==> src/rtl/rle_encoder.sv <==
// Run-length encoder: turns a byte stream into (value, length) records, splitting runs at 255.
// Optional idle flush of the pending run is enabled with `define RLE_IDLE_FLUSH_EN.
module rle_encoder #(
    parameter int unsigned IDLE_CYCLES = 4
) (
    input  logic       clk,
    input  logic       rst,
    input  logic [7:0] data_in,
    input  logic       data_valid,
    output logic [7:0] run_value,
    output logic [7:0] run_length,
    output logic       run_valid
);

    if (IDLE_CYCLES < 2 || IDLE_CYCLES > 255) begin : g_bad_idle
        $error("rle_encoder: IDLE_CYCLES must be in 2..255");
    end

    logic [7:0] cur_value;
    logic [7:0] cur_len;
    logic       active;

    logic [7:0] nxt_value;
    logic [7:0] nxt_len;
    logic       nxt_active;
    logic       emit;

`ifdef RLE_IDLE_FLUSH_EN
    // idle_cnt counts completed idle cycles, so the flush fires on the
    // IDLE_CYCLES-th consecutive idle cycle and the counter never wraps.
    localparam logic [7:0] FLUSH_AT = 8'(IDLE_CYCLES - 1);

    logic [7:0] idle_cnt;
    logic [7:0] nxt_idle;
    logic       flush;

    assign flush = !data_valid && active && (idle_cnt == FLUSH_AT);

    always_comb begin
        nxt_idle = idle_cnt;
        if (data_valid || flush) begin
            nxt_idle = 8'd0;
        end else if (active) begin
            nxt_idle = idle_cnt + 8'd1;
        end
    end

    always_ff @(posedge clk or negedge rst) begin
        if (!rst) begin
            idle_cnt <= 8'd0;
        end else begin
            idle_cnt <= nxt_idle;
        end
    end
`else
    logic flush;
    assign flush = 1'b0;
`endif

    always_comb begin
        nxt_value  = cur_value;
        nxt_len    = cur_len;
        nxt_active = active;
        emit       = 1'b0;
        if (data_valid) begin
            if (!active) begin
                nxt_value  = data_in;
                nxt_len    = 8'd1;
                nxt_active = 1'b1;
            end else if (data_in == cur_value && cur_len != 8'd255) begin
                nxt_len = cur_len + 8'd1;
            end else begin
                emit      = 1'b1;
                nxt_value = data_in;
                nxt_len   = 8'd1;
            end
        end else if (flush) begin
            emit       = 1'b1;
            nxt_active = 1'b0;
            nxt_len    = 8'd0;
        end
    end

    always_ff @(posedge clk or negedge rst) begin
        if (!rst) begin
            cur_value  <= 8'd0;
            cur_len    <= 8'd0;
            active     <= 1'b0;
            run_value  <= 8'd0;
            run_length <= 8'd0;
            run_valid  <= 1'b0;
        end else begin
            cur_value <= nxt_value;
            cur_len   <= nxt_len;
            active    <= nxt_active;
            run_valid <= emit;
            // Record outputs hold between strobes.
            if (emit) begin
                run_value  <= cur_value;
                run_length <= cur_len;
            end
        end
    end

endmodule

==> config.mk <==
export PLATFORM = sky130hd
export DESIGN_NAME = rle_encoder
export DESIGN_NICKNAME = d
export VERILOG_FILES = /design/src/rtl/rle_encoder.sv
export SDC_FILE = /design/constraint.sdc
export NUM_CORES = 1
export LEC_CHECK = 0
export ABC_AREA = 1
export CELL_PAD_IN_SITES_DETAIL_PLACEMENT = 1
export CELL_PAD_IN_SITES_GLOBAL_PLACEMENT = 1
export CORE_MARGIN = 1.5
export CORE_UTILIZATION = 43
export DETAILED_ROUTE_END_ITERATION = 6
export GPL_TIMING_DRIVEN = 0
export PLACE_DENSITY_LB_ADDON = 0.1
export SYNTH_ARGS = -nofsm -noshare
export SYNTH_HDL_FRONTEND = slang
export SYNTH_SLANG_ARGS = --single-unit
export TNS_END_PERCENT = 10
==> constraint.sdc <==
create_clock -name clk -period 4.1 [get_ports clk]
set_input_delay 0.41 -clock clk [delete_from_list [all_inputs] [get_ports clk]]
set_output_delay 0.41 -clock clk [all_outputs]
set_load 0.005 [all_outputs]
==> flow_summary.toml <==
[synthesis]
syn_nets = 196
synth_cell_types = 26
synth_cells = 184
yosysWarnings = 0
ys_seq_area_frac = 0.491
ys_ff_latch = 34
syn-cell-area_um2 = 1730
avgSynthCellArea_um2 = 9.41

[die]
rows = 22
core_um2 = 3770
fp.dieH_um = 66.5
start_util = 0.459
io_pins = 28
die_w_um = 66.5
design.die.area_um2 = 4420

[sta]
rsz0062_at_grt = "false"
skew_ns = 0.00463
fin_tns_setup_ns = 0
relSlewSlack = 0.484
fmax_mhz = 530
hold_viol = 0
worst_pin_slew_ns = 0.773
finalCriticalPeriod_ns = 1.89
post-route-period-util = 0.460
slew_violations = 0
setup_viol = 0

[power]
max-vdd-ir-drop_uv = 210
total_power_uw = 734
p_per_area_nw_per_um2 = 343
leakagePower_uw = 0.00104

[placement]
place_hpwl_um = 2850
gp_congestion = 0.779
port_buffers = 27

[clock_network]
cts_max_level = 2
cts_sinks = 34
cts_tree = "done"
clk_latency_ns = 0.28
cts_resized = 0
cts_buffer_depth = 2
cts-root-buf = "clkbuf_8"
cts_made_buffers = 5
cts_hold_buf = 0
post_cts_buffers = 0
clkSlewWorstSetupHoldPaths_ns = 0.06

[worst_setup_path]
path_delay_family = "buffers and inverters"
cp.arrival_ns = 2.11
start_kind = "input port"
path_max_fanout = 10
cp.required_ns = 4.32
crit_type = "input port to register"
max_stage_delay_ns = 0.55
crit_slowest_cell = "clkdlybuf4s50_1"
crit_chain = "clkdlybuf4s50_1, clkbuf_1, buf_1, nand3_1, nand2_1"
endpoint_kind = "register"
path_buf_inv = 3

[final_layout]
syn_to_final_growth_pct = 23.6
fin_util = 0.567
num_antenna_cells = 0
drive_gt1_frac = 0.235
nNetsFinal = 230

[route]
final_antenna_net_count = 0
vias = 1327
first_pass_iters = 5
drt_wl_total_um = 3900
post-route-drc-count = 0
first_iter_violations = 63
via_per_inst = 5.01
wl_per_cell_um = 14.7

[worst_hold_path]
hp-class = "input port to async pin"

[global_route]
grt.overflow.total = 0
grt_pass1_wl_um = 6940
grt_max_degree = 35
track_usage = 0.218
grt_pass1_vias = 1486
antenna_found_initial = 0

[run]
max_cap_viol_count = 0

[status]
run_status = "finished clean"
[power by group]
group | switching, uW | leakage (uW) | internal, uW | total (uW)
clock | 114 | 0.0000431 | 129 | 243
sequential | 16.3 | 0.000433 | 355 | 371
combinational | 62.3 | 0.000563 | 57.1 | 119
[stage by stage]
step	hold WS [ns]	setup slack, ns	std cells	instance area (um^2)
floorplan	0.114	2.67	184	1730
global placement	0.464	1.87	259	2060
detailed placement	0.476	1.96	259	2060
CTS	0.221	2.19	265	2140
global route	0.256	2.07	265	2140
finish	0.198	2.21	265	2140
[Yosys cell counts]
cell type  instances  area share
nand2_1           46        0.10
dfrtp_1           34        0.49
nand3_1           19       0.055
inv_1             13       0.028
nand2_2           12       0.043
o21ai_2            9       0.046
nand2_4            8       0.052
nor2_1             7       0.015
a21oi_1            6       0.017
inv_2              5       0.011
xnor2_1            4       0.020
xor2_1             4       0.020
buf_12             2       0.023
nor2_4             2       0.013
nor3_1             2      0.0058
buf_1              1      0.0022
buf_6              1      0.0065
clkbuf_1           1      0.0022
clkinv_1           1      0.0022
ha_1               1      0.0072
nand2_8            1       0.012
nand3_4            1       0.010
nand4_2            1      0.0072
nor2_2             1      0.0036
o21ai_0            1      0.0029
or2_2              1      0.0036
[logic make-up (layout without fill, tap and decap cells)]
family / after synthesis / after routing / synth area share
XOR/XNOR: 8 / 8 / 0.0405
AND/OR/NAND/NOR: 101 / 101 / 0.320
flip-flops: 34 / 34 / 0.491
AO/OA/AOI/OAI: 16 / 16 / 0.0658
adder cells (fa/ha/maj): 1 / 1 / 0.00722
buffers and inverters: 24 / 57 / 0.0751
[cell usage in the layout (no fill, tap or decap), types with 4 or more instances in the layout]
master	instances
nand2_1	46
nor2_1	7
o21ai_2	9
dfrtp_1	34
clkbuf_8	6
nand2_4	8
nand3_1	19
nand2_2	12
xor2_1	4
inv_1	13
a21oi_1	6
xnor2_1	4
clkdlybuf4s50_1	26
inv_2	5
[cell type report]
class / instances / area, um^2
fillers: 437 / 1630
plain buffers: 5 / 58.8
well taps: 48 / 60.1
flip-flops and latches: 34 / 851
inverters: 19 / 71.3
clock buffers: 6 / 82.6
multi-input cells: 126 / 751
repair buffers: 27 / 265
[flip-flops by register name, indices dropped and copies added, names as in the netlist]
register	count
active	1
cur_len	8
cur_value	8
run_length	8
run_valid	1
run_value	8
[per-layer routing]
| metal | track usage | routed length, um |
|---|---|---|
| met1 | 0.245 | 1650 |
| met2 | 0.400 | 2050 |
| met3 | 0.0507 | 131 |
| met4 | 0.0765 | 65 |
| met5 | 0 | 0 |
[final timing paths]
kind	startpoint	endpoint	slack (ns)	depth (start not counted)
worst min register to register	run_value[0]	run_value[0]	0.49	2
min in group clk	run_value[0]	run_value[0]	0.49	2
worst max-delay path	data_valid	cur_value[1]	2.21	5
max in group asynchronous	rst	run_length[2]	3.41	1
worst max register to register	cur_len[0]	run_value[5]	2.49	9
worst min-delay path	rst	run_value[7]	0.20	1
No activity file was read; power rests on OpenSTA's default activity.
